### src/rtl/util_fft_pkg.sv
// Shared types and helpers for the FFT framing controller: config word layout,
// size clamp, input FSM states and the per-frame tag carried across the core.
package util_fft_pkg;

    localparam int CFG_W        = 16;
    localparam int CFG_INV_BIT  = 8;
    localparam int CFG_NFFT_LSB = 0;
    localparam int NFFT_W       = 5;
    localparam int TAG_CHAN_W   = 8;

    typedef enum logic [1:0] {
        ST_IDLE = 2'd0,
        ST_CFG  = 2'd1,
        ST_DATA = 2'd2
    } in_state_t;

    typedef struct packed {
        logic [TAG_CHAN_W-1:0] chan;
        logic [NFFT_W-1:0]     nfft;
    } tag_t;

    function automatic logic [NFFT_W-1:0] clamp_nfft(input logic [NFFT_W-1:0] n,
                                                     input int lo, input int hi);
        if (int'(n) < lo) return NFFT_W'(lo);
        if (int'(n) > hi) return NFFT_W'(hi);
        return n;
    endfunction

    function automatic logic [CFG_W-1:0] cfg_word(input logic [NFFT_W-1:0] n, input logic inv);
        logic [CFG_W-1:0] w;
        w = '0;
        w[CFG_INV_BIT] = inv;
        w[CFG_NFFT_LSB +: NFFT_W] = n;
        return w;
    endfunction

endpackage

### src/rtl/util_fft_tag_fifo.sv
// Small synchronous FIFO holding one {chan, nfft} tag per frame in flight
// through the FFT core. DEPTH must be a power of two.
module util_fft_tag_fifo #(
    parameter int DEPTH = 4,
    parameter int W     = 13
) (
    input  logic         clk,
    input  logic         rst_n,
    input  logic         push,
    input  logic [W-1:0] din,
    input  logic         pop,
    output logic [W-1:0] dout,
    output logic         full,
    output logic         empty
);

    localparam int AW = (DEPTH > 1) ? $clog2(DEPTH) : 1;

    logic [W-1:0]  mem [DEPTH];
    logic [AW-1:0] wr_ptr, rd_ptr;
    logic [AW:0]   count;
    logic          do_push, do_pop;

    assign full    = (count == (AW+1)'(DEPTH));
    assign empty   = (count == '0);
    assign do_push = push & ~full;
    assign do_pop  = pop & ~empty;
    assign dout    = mem[rd_ptr];

    always_ff @(posedge clk) begin
        if (do_push) mem[wr_ptr] <= din;
    end

    always_ff @(posedge clk or negedge rst_n) begin
        if (!rst_n) begin
            wr_ptr <= '0;
            rd_ptr <= '0;
            count  <= '0;
        end else begin
            if (do_push) wr_ptr <= wr_ptr + AW'(1);
            if (do_pop)  rd_ptr <= rd_ptr + AW'(1);
            case ({do_push, do_pop})
                2'b10:   count <= count + (AW+1)'(1);
                2'b01:   count <= count - (AW+1)'(1);
                default: count <= count;
            endcase
        end
    end

endmodule

### src/rtl/util_fft_ctrl.sv
// Framing/handshake controller in front of and behind an AXIS FFT core: per-frame
// config issue and input tlast generation, output tag/index regeneration.
module util_fft_ctrl
    import util_fft_pkg::*;
#(
    parameter int IN_W      = 16,
    parameter int OUT_W     = 16,
    parameter int NUM_CH    = 4,
    parameter int MIN_LOG2  = 7,
    parameter int MAX_LOG2  = 12,
    parameter int TAG_DEPTH = 4,
    parameter int CH_W      = (NUM_CH > 1) ? $clog2(NUM_CH) : 1
) (
    input  logic                  clk,
    input  logic                  rst_n,
    input  logic [4:0]            cfg_nfft,
    input  logic                  cfg_inverse,
    input  logic                  s_valid,
    output logic                  s_ready,
    input  logic [CH_W-1:0]       s_chan,
    input  logic [IN_W-1:0]       s_real,
    input  logic [IN_W-1:0]       s_imag,
    output logic [15:0]           core_cfg_tdata,
    output logic                  core_cfg_tvalid,
    input  logic                  core_cfg_tready,
    output logic [2*IN_W-1:0]     core_din_tdata,
    output logic                  core_din_tvalid,
    output logic                  core_din_tlast,
    input  logic                  core_din_tready,
    input  logic [2*OUT_W-1:0]    core_dout_tdata,
    input  logic [7:0]            core_dout_tuser,
    input  logic                  core_dout_tvalid,
    input  logic                  core_dout_tlast,
    output logic                  core_dout_tready,
    output logic                  m_valid,
    input  logic                  m_ready,
    output logic                  m_sop,
    output logic                  m_eop,
    output logic [OUT_W-1:0]      m_real,
    output logic [OUT_W-1:0]      m_imag,
    output logic [5:0]            m_exp,
    output logic [CH_W-1:0]       m_chan,
    output logic [MAX_LOG2-1:0]   m_index,
    output logic                  m_err
);

    localparam int BEAT_W = 1 + 6 + 2*OUT_W;

    function automatic logic [MAX_LOG2-1:0] last_idx(input logic [NFFT_W-1:0] n);
        return MAX_LOG2'((32'd1 << n) - 32'd1);
    endfunction

    in_state_t             state, state_n;
    logic [NFFT_W-1:0]     nfft_q, nfft_clamped;
    logic                  inv_q;
    logic [MAX_LOG2-1:0]   in_cnt;
    logic                  in_fire;
    tag_t                  tag_in, tag_head;
    logic                  tag_push, tag_pop, tag_full, tag_empty;

    assign nfft_clamped   = clamp_nfft(cfg_nfft, MIN_LOG2, MAX_LOG2);
    assign tag_in         = {TAG_CHAN_W'(s_chan), nfft_clamped};
    assign core_cfg_tdata = cfg_word(nfft_q, inv_q);

    always_ff @(posedge clk or negedge rst_n) begin
        if (!rst_n) state <= ST_IDLE;
        else        state <= state_n;
    end

    // The first beat is held at the source until DATA; only its sideband is sampled in IDLE.
    always_comb begin
        state_n         = state;
        s_ready         = 1'b0;
        core_cfg_tvalid = 1'b0;
        core_din_tvalid = 1'b0;
        core_din_tlast  = 1'b0;
        core_din_tdata  = '0;
        tag_push        = 1'b0;
        in_fire         = 1'b0;
        case (state)
            ST_IDLE: begin
                if (s_valid && !tag_full) begin
                    tag_push = 1'b1;
                    state_n  = ST_CFG;
                end
            end
            ST_CFG: begin
                core_cfg_tvalid = 1'b1;
                if (core_cfg_tready) state_n = ST_DATA;
            end
            ST_DATA: begin
                s_ready         = core_din_tready;
                core_din_tvalid = s_valid;
                core_din_tdata  = {s_real, s_imag};
                core_din_tlast  = (in_cnt == last_idx(nfft_q));
                in_fire         = s_valid & core_din_tready;
                if (in_fire && core_din_tlast) state_n = ST_IDLE;
            end
            default: state_n = ST_IDLE;
        endcase
    end

    always_ff @(posedge clk or negedge rst_n) begin
        if (!rst_n) begin
            nfft_q <= '0;
            inv_q  <= 1'b0;
            in_cnt <= '0;
        end else begin
            if (tag_push) begin
                nfft_q <= nfft_clamped;
                inv_q  <= cfg_inverse;
            end
            if (in_fire) in_cnt <= core_din_tlast ? '0 : in_cnt + MAX_LOG2'(1);
        end
    end

    util_fft_tag_fifo #(
        .DEPTH (TAG_DEPTH),
        .W     ($bits(tag_t))
    ) u_tag_fifo (
        .clk   (clk),
        .rst_n (rst_n),
        .push  (tag_push),
        .din   (tag_in),
        .pop   (tag_pop),
        .dout  (tag_head),
        .full  (tag_full),
        .empty (tag_empty)
    );

    logic [BEAT_W-1:0]   sbuf [2];
    logic                wr_sel, rd_sel, rdy_en, orphan_err;
    logic [1:0]          buf_cnt;
    logic [MAX_LOG2-1:0] out_idx;
    logic                buf_pop, dout_fire, m_fire, at_last, head_last;
    logic [5:0]          head_exp;
    logic [2*OUT_W-1:0]  head_data;

    assign {head_last, head_exp, head_data} = sbuf[rd_sel];

    // rdy_en keeps tready low while in reset and raises it on the first clock after.
    assign core_dout_tready = rdy_en & (buf_cnt != 2'd2);
    assign dout_fire        = core_dout_tvalid & core_dout_tready;
    assign m_valid          = (buf_cnt != 2'd0) & ~tag_empty;
    assign m_fire           = m_valid & m_ready;
    // Beats with no frame tag to attribute them to are discarded here.
    assign buf_pop          = (buf_cnt != 2'd0) & (tag_empty | m_ready);
    assign at_last          = (out_idx == last_idx(tag_head.nfft));
    assign tag_pop          = m_fire & at_last;

    assign m_real  = head_data[2*OUT_W-1:OUT_W];
    assign m_imag  = head_data[OUT_W-1:0];
    assign m_exp   = head_exp;
    assign m_index = out_idx;
    assign m_sop   = m_valid & (out_idx == '0);
    assign m_eop   = m_valid & at_last;
    assign m_err   = m_valid & (head_last ^ at_last);
    assign m_chan  = m_valid ? tag_head.chan[CH_W-1:0] : '0;

    always_ff @(posedge clk or negedge rst_n) begin
        if (!rst_n) begin
            sbuf[0]    <= '0;
            sbuf[1]    <= '0;
            wr_sel     <= 1'b0;
            rd_sel     <= 1'b0;
            buf_cnt    <= '0;
            rdy_en     <= 1'b0;
            out_idx    <= '0;
            orphan_err <= 1'b0;
        end else begin
            rdy_en <= 1'b1;
            if (dout_fire) begin
                sbuf[wr_sel] <= {core_dout_tlast, core_dout_tuser[5:0], core_dout_tdata};
                wr_sel       <= ~wr_sel;
            end
            if (buf_pop) rd_sel <= ~rd_sel;
            buf_cnt <= buf_cnt + 2'(dout_fire) - 2'(buf_pop);
            if (buf_pop && tag_empty) orphan_err <= 1'b1;
            if (m_fire) out_idx <= at_last ? '0 : out_idx + MAX_LOG2'(1);
        end
    end

    logic unused_bits;
    assign unused_bits = &{1'b0, core_dout_tuser[7:6], orphan_err, tag_head.chan};

endmodule

### config.mk
export PLATFORM = sky130hd
export DESIGN_NAME = util_fft_ctrl
export DESIGN_NICKNAME = d
export VERILOG_FILES = /design/src/rtl/util_fft_pkg.sv /design/src/rtl/util_fft_tag_fifo.sv /design/src/rtl/util_fft_ctrl.sv
export SDC_FILE = /design/constraint.sdc
export NUM_CORES = 1
export LEC_CHECK = 0
export BUFFER_PORTS_ARGS = -buffer_cell sky130_fd_sc_hd__buf_2
export CORE_UTILIZATION = 30
export DETAILED_ROUTE_END_ITERATION = 6
export PLACE_DENSITY_LB_ADDON = 0.1
export RECOVER_POWER = 100
export SLEW_MARGIN = 15
export SYNTH_ARGS = -nofsm -noshare
export SYNTH_HDL_FRONTEND = slang
export SYNTH_SLANG_ARGS = --single-unit
### constraint.sdc
create_clock -name clk -period 11.8 [get_ports clk]
set_input_delay 0.59 -clock clk [delete_from_list [all_inputs] [get_ports clk]]
set_output_delay 0.59 -clock clk [all_outputs]
set_load 0.005 [all_outputs]
======== Yosys cells after proc, flatten, opt, wreduce, memory -nomap -nowiden ========
Memory sizes are Yosys's and may differ from the RTL's.
Index checks and enable logic that the tools add are counted.
storage, ports and cells
  bits in registers ....................... 122
  bits in latches ......................... 0
  bits in writable memories ............... 28
  memory bits (read-only) ................. 0
  input port bits ......................... 88
  output and inout port bits .............. 109
  word-level logic and storage cells ...... 104
  memories ................................ 1
memory list
  memory          depth  width  read ports  clocked after Yosys merged registers in  write ports  line                     RTL
  u_tag_fifo.mem  4      7      1           0                                        1            util_fft_tag_fifo.sv:19  logic [W-1:0] mem [DEPTH];
cells by class
  $add $sub $neg .......................... 10
  multiply operators ...................... 0
  divide/modulo/power cells ............... 0
  $lt $le $gt $ge ......................... 5
  eq/ne operators ......................... 11
  shift-type cells ........................ 2
  multiplexer cells ....................... 31
  bitwise operators ....................... 20
  reduce and logical (&&, ||, !) cells .... 10
operators by type and width
  cell                                                        count
  2-to-1 mux 39 bit                                           4
  bitwise mux 78 bit                                          1
  demux 39 bit (select 1 bit)                                 1
  2-to-1 mux 32 bit                                           1
  adder 12 x 1 -> 12 bit, second input constant               2
  == test 12 bit                                              2
  2-to-1 mux 12 bit                                           2
  << shifter 1 x 5 -> 12 bit, first input constant            2
  subtractor 12 x 1 -> 12 bit, second input constant          2
  2-to-1 mux 5 bit                                            4
  bitwise AND 1 bit                                           12
  zero test 12 bit                                            1
  2-to-1 mux 1 bit                                            12
  2-to-1 mux 2 bit                                            4
  inequality test 2 bit, second input constant                4
  one-hot mux 2 bit (3 select lines)                          1
  one-hot mux 3 bit (2 select lines)                          1
  > comparator 5 x 4 -> 1 bit, second input constant          1
  less-than comparator 5 x 3 -> 1 bit, second input constant  1
  adder 2 x 1 -> 2 bit, second input constant                 2
  == test 2 x 1 -> 1 bit, second input constant               2
  == test 2 bit, second input constant                        2
  greater-or-equal comparator 2 bit, second input constant    2
  NOT 1 bit                                                   4
  15 further kinds                                            19

======== Depth between registers and ports, before layout ========
Gate-level depths: netlist of run 1.
  depth in word-level cells ............... 8
  depth in mapped cells ................... 22
  depth with buffers taken out ............ 17

======== Modules after synthesis ========
Synthesis of run 1 repeated with hierarchy kept, for this count alone.
second synthesis, totals
  cell total of the unflattened synthesis .. 694
  area, all modules ....................... 8,749.6 µm²
by module, submodules not included
  module             times used  cells an instance  area an instance (µm²)  sequential area each (µm²)
  util_fft_ctrl      1           589                6,414.9                 2,877.8
  util_fft_tag_fifo  1           105                2,334.7                 1,736.7

======== Worst setup path before layout of run 1 ========
No wires, ideal clock.
  kind .................................... register -> register
  start ................................... reg u_tag_fifo.rd_ptr[0]
  end ..................................... reg u_tag_fifo.count[2]
  library setup time ...................... 0.079 ns
  data arrival time ....................... 4.280 ns
  data required time ...................... 11.721 ns
  slack ................................... 7.441 ns
  cell stages (with the launch flop) ...... 20
  path buffers ............................ 4
  clock period less this slack ............ 4.359 ns
  cells stage by stage .................... dfrtp_1 > buf_6 > mux4_2 > or2_4 > or3_1 > ha_1 > clkbuf_1 > a22o_1 > a221o_1 > a32oi_1 > and4b_1 > buf_6 > and2_4 > buf_8 > ha_1 > inv_1 > fa_1 > xor2_1 > nor2_1 > xor2_1
on the way
  cells in the longest elaborated chain, start to end .. 8
  elaborated cells on any way between the ends .. 10
  those cells by class .................... add/sub: 1; eq/ne: 3; shift: 1; mux: 1; bitwise: 2; reduce/logical: 1; memory: 1
ends and longest elaborated chain
  item                                                                      line                     RTL
  start: declaration                                                        util_fft_tag_fifo.sv:20  logic [AW-1:0] wr_ptr, rd_ptr;
  start signal: assignment                                                  util_fft_tag_fifo.sv:41  if (do_pop) rd_ptr <= rd_ptr + AW'(1);
  memory (4 x 7 bit) *                                                      -
  << shifter 1 x 5 -> 12 bit *                                              util_fft_ctrl.sv:50      return MAX_LOG2'((32'd1 << n) - 32'd1);
  subtractor 12 x 1 -> 12 bit *                                             util_fft_ctrl.sv:50
  == test 12 bit *                                                          util_fft_ctrl.sv:148     assign at_last = (out_idx == last_idx(tag_head.nfft));
  bitwise AND 1 bit *                                                       util_fft_ctrl.sv:149     assign tag_pop = m_fire & at_last;
  bitwise AND 1 bit *                                                       util_fft_tag_fifo.sv:27  assign do_pop = pop & ~empty;
  net u_tag_fifo.do_pop                                                     util_fft_tag_fifo.sv:22  logic do_push, do_pop;
  == test 2 x 1 -> 1 bit or == test 2 bit (tied branches)                   util_fft_tag_fifo.sv:42  case ({do_push, do_pop})
  one-hot mux 3 bit (2 select lines) or nonzero test 2 bit (tied branches)  -
  end signal: assignment                                                    util_fft_tag_fifo.sv:43  2'b10: count <= count + (AW+1)'(1);
  end signal: assignment                                                    util_fft_tag_fifo.sv:44  2'b01: count <= count - (AW+1)'(1);
  end signal: assignment                                                    util_fft_tag_fifo.sv:45  default: count <= count;
  end: declaration                                                          util_fft_tag_fifo.sv:21  logic [AW:0] count;
The timed path passes the listed nets; every way through them passes the cells marked *.
A chain may end at the register's enable or synchronous reset.

==> qor.json, run 1 <==
{
  "cts": {
    "clock_path_buffers": 2,
    "number_of_setup_buffers_added_after_cts": 0,
    "h-tree-depth": 4,
    "clkTransAtPathRegs_ps": 60,
    "post_cts_hold_buffer_count": 0,
    "ctsRootBufferMaster": "clkbuf_16",
    "post_cts.resized_instances": 0,
    "numCtsBuffers": 17,
    "tritoncts_num_sinks": 150,
    "tritoncts": "done",
    "worst_skew_pair.late_latency_ps": 420
  },
  "placed_design": {
    "portBuffers": 184,
    "detailed_place_hpwl_mm": 12.4,
    "dpl-instance-area_mm2": 0.00885,
    "gp_congestion": 0.855
  },
  "global_route": {
    "gr-usage-all-layers_pct": 13.8,
    "grt_max_degree": 72,
    "antenna_found_initial": 0,
    "first_global_vias": 5614,
    "grt_overflow": 0,
    "global_route.peak_usage_layer": "met2",
    "grt_use_met2_pct": 23.8,
    "global_route_wire_length_before_repair_mm": 28.5,
    "grt.met1_usage_pct": 16.8,
    "use_met3_pct": 3.45
  },
  "sta": {
    "hold_viol_final": 0,
    "timing.setup.tns_ps": 0,
    "slew_violations": 286,
    "fin_skew_ps": 7.63,
    "final-setup-viol-count": 0,
    "fmax_mhz": 172,
    "maxSlewHeadroom_pct": -150,
    "worst_slew_pin_slew_ps": 3750,
    "finalWorstPathRequiredPeriod_ps": 5810,
    "post-route-period-util_pct": 49.3,
    "rsz0062_at_grt": "false"
  },
  "min_path": {
    "hp-class": "in -> reg"
  },
  "synth": {
    "synth_cell_types": 64,
    "synth.cell_area_mm2": 0.00770,
    "synth_top_area_share_pct": 39.7,
    "synth_mux_area_share_pct": 20.4,
    "post_synth_main_area_contributors": "dfrtp_1, mux2_2, edfxtp_1, and2_1, xnor2_1",
    "synth.ff_latch_count": 150,
    "synth_simple_gate_area_share_pct": 13.0,
    "syn_inst_count": 645,
    "postSynth.topFlopCell": "dfrtp_1",
    "ys_seq_area_share_pct": 50.6,
    "synth_xor_area_share_pct": 4.31,
    "synthesis.area_per_instance_um2": 11.9,
    "synth.yosys.warnings": 0,
    "async_flop_share_pct": 81.3,
    "yosys.area.top_type": "dfrtp_1",
    "synth_edf_count": 28,
    "synth_top_family_by_area": "multiplexers",
    "synth_compound_gate_area_share_pct": 5.35,
    "synth_adder_area_share_pct": 2.21
  },
  "layout": {
    "post_route_cells_drive_above_1_share_pct": 36.1,
    "n_antenna_cell": 0,
    "mostFrequentLayoutCell": "buf_2",
    "postLayoutCellArea_mm2": 0.00937,
    "area.growth.synth_to_final_pct": 21.7,
    "mostFrequentLayoutCells": "buf_2, dfrtp_1, mux2_2, clkbuf_1, nor2_1",
    "nNetsFinal": 916,
    "finish.utilization_pct": 37.2
  },
  "worst_setup_path": {
    "setup.worst_path.end_class": "async pin",
    "cp_cell_sequence": "clkbuf_1 -> clkbuf_1",
    "critical-path-max-stage-delay_ps": 2760,
    "critPathTopFamily": "buffers and inverters",
    "slowest_cell_on_the_critical_path": "clkbuf_1",
    "critPathMostFrequentCell": "clkbuf_1",
    "critical_path_buffers_and_inverters": 2,
    "required_ps": 11460,
    "setup_crit_path_kind": "in -> async",
    "arrival_ps": 5470,
    "critical_path.startpoint_type": "primary input",
    "path_max_fanout": 71
  },
  "route": {
    "dr_iter_0_viols": 274,
    "first_pass_iters": 5,
    "overall_via_count_from_detail_route": 5518,
    "ant_nets": 0,
    "detail_route.wl_per_cell_um": 15.2,
    "route.detailed.drc": 0,
    "viasPerCell": 4.77,
    "routed_wl_mm": 17.6
  },
  "pwr": {
    "ir_drop_uv": 85.5,
    "p_leak_nw": 4.08,
    "power_per_cell_area_mw_per_mm2": 234
  },
  "floorplanning": {
    "fp.coreArea_mm2": 0.0252,
    "boundaryPins": 197,
    "dieWidth_um": 162,
    "fp.dieH_um": 162,
    "fp-row-count": 58,
    "initial_cell_density_of_the_core_pct": 30.6,
    "die-area_mm2": 0.0263
  },
  "status": {
    "outcome": "finished with violations",
    "failed_checks": "capacitance limit, slew limit"
  },
  "run": {
    "max-cap-violations": 6
  }
}
==> cells in the mapped netlist, drive strengths merged (2+ instances only) <==
cell type and count:
a21o 4, a21oi 7, a22o 7, a22oi 5, a31oi 2, and2 45
and3 6, and4 2, buf 25, clkbuf 23, conb 2, dfrtp 122
edfxtp 28, ha 12, inv 14, mux2 122, mux2i 2, mux4 7
nand2 29, nand2b 2, nand3 17, nand3b 2, nand4 4, nor2 39
nor2b 7, nor3 13, nor3b 3, nor4 4, nor4b 2, o211ai 2
o21ai 21, o31ai 4, or2 4, or3 4, xnor2 21, xor2 16
==> stage by stage <==
stage | power [mW] | std cells | setup slack [ps] | hold slack [ps]
6_report | 2.20 | 1158 | 5990 | 403
5_1_grt | 2.36 | 1158 | 4620 | 393
4_1_cts | 2.25 | 1158 | 6560 | 243
3_5_place_dp | 1.69 | 1126 | 6590 | 489
3_3_place_gp | 1.66 | 1126 | 6650 | 481
2_1_floorplan | 1.39 | 658 | 7440 | 294
==> path summary, 6_finish.rpt <==
path	startpoint	to	slack, ps	depth (start not counted)
max	rst_n	sbuf[23]$_DFFE_PN0P_	5990	2
min	cfg_inverse	inv_q$_DFFE_PN0P_	400	2
max reg2reg	u_tag_fifo.rd_ptr[0]$_DFFE_PN0P_	u_tag_fifo.count[2]$_DFFE_PN0P_	6170	15
min reg2reg	sbuf[51]$_DFFE_PN0P_	sbuf[51]$_DFFE_PN0P_	500	1
max in group clk	u_tag_fifo.rd_ptr[0]$_DFFE_PN0P_	u_tag_fifo.count[2]$_DFFE_PN0P_	6170	15
min in group asynchronous	rst_n	m_index[11]$_DFFE_PN0P_	1100	1
==> report_power, final <==
group | total, mW | internal [mW] | switching [mW]
combinational | 0.775 | 0.437 | 0.338
sequential | 0.875 | 0.721 | 0.154
clock | 0.546 | 0.323 | 0.223
total | 2.20 | 1.48 | 0.715
==> final cells by class <==
type	count	area, µm²
Fill cell	2466	15800
Sequential cell	150	3890
Multi-Input combinational cell	446	3540
Timing Repair Buffer	186	872
Clock buffer	20	450
Tap cell	330	413
Clock inverter	12	144
Inverter	14	52.6
==> kinds of logic after synthesis <==
| group | count (synthesis) |
|---|---|
| compound gates | 62 |
| simple gates | 188 |
| xor+xnor | 37 |
| fa+ha+maj | 13 |
| flops | 150 |
| other cells | 2 |
| buf+inv | 62 |
| mux | 131 |
==> sequential cells by signal, indices dropped and copies added (netlist names), 2 cells and up <==
| signal | flops |
|---|---|
| u_tag_fifo.count | 3 |
| nfft_q | 5 |
| buf_cnt | 2 |
| in_cnt | 12 |
| state | 2 |
| u_tag_fifo.mem | 28 |
| u_tag_fifo.rd_ptr | 2 |
| m_index | 12 |
| u_tag_fifo.wr_ptr | 2 |
| sbuf | 78 |
==> routing by layer <==
layer	part of all wire (%)	vias to the layer above	wire (µm)
li1	-	2597	-
met3	4.9	19	857
met1	44	2739	7720
met5	0	-	0
met4	1.6	0	278
met2	50	163	8730
Power figures use the tool's default switching activity.
==> run 2, diff against run 1 <==
==> constraint.sdc (replaced) <==
create_clock -name clk -period 5.37 [get_ports clk]
set_input_delay 0.2685 -clock clk [delete_from_list [all_inputs] [get_ports clk]]
set_output_delay 0.2685 -clock clk [all_outputs]
set_load 0.005 [all_outputs]
==> run 2 against run 1 <==
The flow still finishes with violations (capacitance limit, slew limit). Final cell count up 0.26%. Count of clock-buffer cells in the layout is 2 lower. Die area is the same. Critical endpoint is now u_tag_fifo.count[2]$_DFFE_PN0P_.
==> qor.json, run 2 (synthesis gave the netlist of run 1 again) <==
{
  "status": {
    "outcome": "finished with violations",
    "failed_checks": "capacitance limit, slew limit"
  },
  "layout": {
    "n_antenna_cell": {"value": 0, "change": "unchanged"},
    "mostFrequentLayoutCell": "buf_2",
    "largest_register_ffs": {"value": 78, "change": "unchanged"},
    "mostFrequentLayoutCells": "buf_2, mux2_2, dfrtp_1, clkbuf_1, nor2_1",
    "post_route_cells_drive_above_1_share": {"value": 36.7, "unit": "%", "change": "+0.59 points"},
    "nNetsFinal": {"value": 919, "change": "+0.33%"},
    "area.growth.synth_to_final_pct": 21.6,
    "largest-register": "sbuf",
    "top_regs": "sbuf (78), u_tag_fifo.mem (28)"
  },
  "route": {
    "overall_via_count_from_detail_route": {"value": 5539, "change": "+0.38%"},
    "route.top_layer_used": "met4",
    "viasPerCell": {"value": 4.77, "change": "+0.12%"},
    "detail_route.wl_per_cell": {"value": 15.3, "unit": "µm", "change": "+0.68%"},
    "first_pass_iters": {"value": 5, "change": "unchanged"},
    "m1WireLength": {"value": 7.55, "unit": "mm", "change": "-2.2%"},
    "routed_wl": {"value": 17.8, "unit": "mm", "change": "+0.94%"},
    "met2_wl": {"value": 8.94, "unit": "mm", "change": "+2.4%"},
    "met3_length": {"value": 847, "unit": "µm", "change": "-1.2%"},
    "route.detailed.drc": {"value": 0, "change": "unchanged"},
    "ant_nets": {"value": 0, "change": "unchanged"},
    "dr_iter_0_viols": {"value": 326, "change": "+19%"}
  },
  "cts": {
    "post_cts_hold_buffer_count": {"value": 0, "change": "unchanged"},
    "ctsRootBufferMaster": "clkbuf_16",
    "post_cts.resized_instances": {"value": 0, "change": "unchanged"},
    "worst_skew_pair.late_latency": {"value": 420, "unit": "ps", "change": "about the same"},
    "h-tree-depth": {"value": 4, "change": "unchanged"},
    "clkTransAtPathRegs": {"value": 60, "unit": "ps", "change": "about the same"},
    "numCtsBuffers": {"value": 17, "change": "unchanged"},
    "number_of_setup_buffers_added_after_cts": {"value": 0, "change": "unchanged"},
    "tritoncts_num_sinks": {"value": 150, "change": "unchanged"},
    "tritoncts": "done",
    "clock_path_buffers": {"value": 2, "change": "unchanged"}
  },
  "floorplanning": {
    "fp.dieH": {"value": 162, "unit": "µm", "change": "unchanged"},
    "fp-row-count": {"value": 58, "change": "unchanged"},
    "fp.coreArea": {"value": 0.0252, "unit": "mm²", "change": "unchanged"},
    "initial_cell_density_of_the_core": {"value": 30.6, "unit": "%", "change": "unchanged"},
    "die-area": {"value": 0.0263, "unit": "mm²", "change": "unchanged"},
    "dieWidth": {"value": 162, "unit": "µm", "change": "unchanged"},
    "boundaryPins": {"value": 197, "change": "unchanged"}
  },
  "min_path": {
    "min_delay_path_depth": {"value": 2, "change": "unchanged"},
    "worst_hold_endpoint": "inv_q$_DFFE_PN0P_",
    "worst_hold_startpoint": "cfg_inverse",
    "hp-class": "in -> reg"
  },
  "pwr": {
    "power_per_cell_area": {"value": 509, "unit": "mW/mm²", "change": "+120%"},
    "p_leak": {"value": 4.09, "unit": "nW", "change": "about the same"},
    "total_power": {"value": 4.76, "unit": "mW", "change": "+120%"},
    "ir_drop": {"value": 160, "unit": "µV", "change": "+88%"}
  },
  "sta": {
    "slew_violations": {"value": 233, "change": "-19%"},
    "post-route-period-util_pct": 91.2,
    "timing.setup.tns": {"value": 0, "unit": "ps", "change": "unchanged"},
    "worst_slew_pin_slew": {"value": 4000, "unit": "ps", "change": "+251 ps"},
    "maxSlewHeadroom": {"value": -167, "unit": "%", "change": "-17 points"},
    "hold_viol_final": {"value": 0, "change": "unchanged"},
    "fin_skew": {"value": 9.77, "unit": "ps", "change": "+2.13 ps"},
    "rsz0062_at_grt": "false",
    "final-setup-viol-count": {"value": 0, "change": "unchanged"},
    "fmax_mhz": 204,
    "finalWorstPathRequiredPeriod_ps": 4900
  },
  "worst_setup_path": {
    "slowest_cell_on_the_critical_path": "mux4_1",
    "required": {"value": 5710, "unit": "ps", "change": "-5750 ps"},
    "setup_crit_path_kind": "reg -> reg",
    "reg2reg_to": "u_tag_fifo.count[2]$_DFFE_PN0P_",
    "path_max_fanout": {"value": 13, "change": "-82%"},
    "arrival": {"value": 5240, "unit": "ps", "change": "-230 ps"},
    "setup.worst_path.end_class": "register",
    "ff2ff_setup_slack": {"value": 470, "unit": "ps", "change": "-5700 ps"},
    "critical-path-max-stage-delay": {"value": 830, "unit": "ps", "change": "-1930 ps"},
    "cp_cell_sequence": "mux4_1 -> or2_0 -> or3_1 -> ha_1 -> a22o_1 -> a221o_1 -> a32oi_1 -> and4b_1 -> and2_4 -> ha_1 -> inv_1 -> fa_1 -> xor2_1 -> nor2_1 -> xor2_1",
    "critical_path.startpoint_type": "register",
    "worstReg2RegStart": "u_tag_fifo.rd_ptr[0]$_DFFE_PN0P_",
    "r2r.worst_path.cells": {"value": 15, "change": "unchanged"}
  },
  "global_route": {
    "global_route_wire_length_before_repair": {"value": 28.5, "unit": "mm", "change": "about the same"},
    "grt_overflow": {"value": 0, "change": "unchanged"},
    "gr-usage-all-layers": {"value": 14.0, "unit": "%", "change": "+0.18 points"},
    "grt_max_degree": {"value": 72, "change": "unchanged"},
    "first_global_vias": {"value": 5556, "change": "-1.0%"},
    "antenna_found_initial": {"value": 0, "change": "unchanged"}
  },
  "run": {
    "max-cap-violations": {"value": 5, "change": "-1"}
  },
  "placed_design": {
    "portBuffers": {"value": 184, "change": "unchanged"},
    "detailed_place_hpwl": {"value": 12.6, "unit": "mm", "change": "+1.4%"},
    "gp_congestion": {"value": 0.872, "change": "+1.9%"}
  }
}
-- run 2: worst max path at each step --
stage	depth (start not counted)	to	slack, ps	start
2_1_floorplan	19	u_tag_fifo.count[2]$_DFFE_PN0P_	1010	u_tag_fifo.rd_ptr[0]$_DFFE_PN0P_
3_3_place_gp	15	u_tag_fifo.count[2]$_DFFE_PN0P_	560	u_tag_fifo.rd_ptr[0]$_DFFE_PN0P_
3_5_place_dp	15	u_tag_fifo.count[2]$_DFFE_PN0P_	480	u_tag_fifo.rd_ptr[0]$_DFFE_PN0P_
4_1_cts	15	u_tag_fifo.count[2]$_DFFE_PN0P_	460	u_tag_fifo.rd_ptr[0]$_DFFE_PN0P_
5_1_grt	15	u_tag_fifo.count[2]$_DFFE_PN0P_	160	u_tag_fifo.rd_ptr[0]$_DFFE_PN0P_
6_report	15	u_tag_fifo.count[2]$_DFFE_PN0P_	470	u_tag_fifo.rd_ptr[0]$_DFFE_PN0P_
-- run 2: layout make-up --
class	instances	area, µm²
clock buffers	18	439
clock inverters	14	118
fillers	2449	15800
inverters	14	52.6
multi-input cells	446	3550
flip-flops and latches	150	3890
well taps	330	413
repair buffers	189	891
-- run 2: per-stage QoR --
| stage | worst slack, ps | hold WS [ps] | cell area, µm² | cells | util (%) |
|---|---|---|---|---|---|
| final | 473 | 78.1 | 9360 | 1161 | 37.2 |
| after global routing | 156 | 68.1 | 9360 | 1161 | 37.2 |
| after global placement | 560 | 462 | 8870 | 1129 | 35.2 |
| after detailed placement | 475 | 483 | 8870 | 1129 | 35.2 |
| after floorplan | 1010 | -27.1 | 7740 | 658 | - |
| after CTS | 458 | 19.9 | 9430 | 1161 | 37.4 |
-- run 2: routing by layer --
layer,track usage [%],vias to the layer above
met5,0,-
met3,2.86,27
met4,6.39,0
met2,24.0,171
li1,-,2597
met1,16.9,2744
-- run 2: power by group --
part           switching (mW)  internal, mW  leakage, nW
Combinational           0.748         0.960         2.08
Clock                   0.507         0.617        0.272
Sequential              0.342          1.58         1.73
-- run 2: critical path, delay by kind of cell, from the launching register on --
kind	cells	cell delay [ps]
AO/OA/AOI/OAI	3	770
XOR/XNOR	2	320
adder cells (fa/ha/maj)	3	910
buffers and inverters	1	60
flip-flops	1	650
multiplexers	1	830
AND/OR/NAND/NOR	5	1290
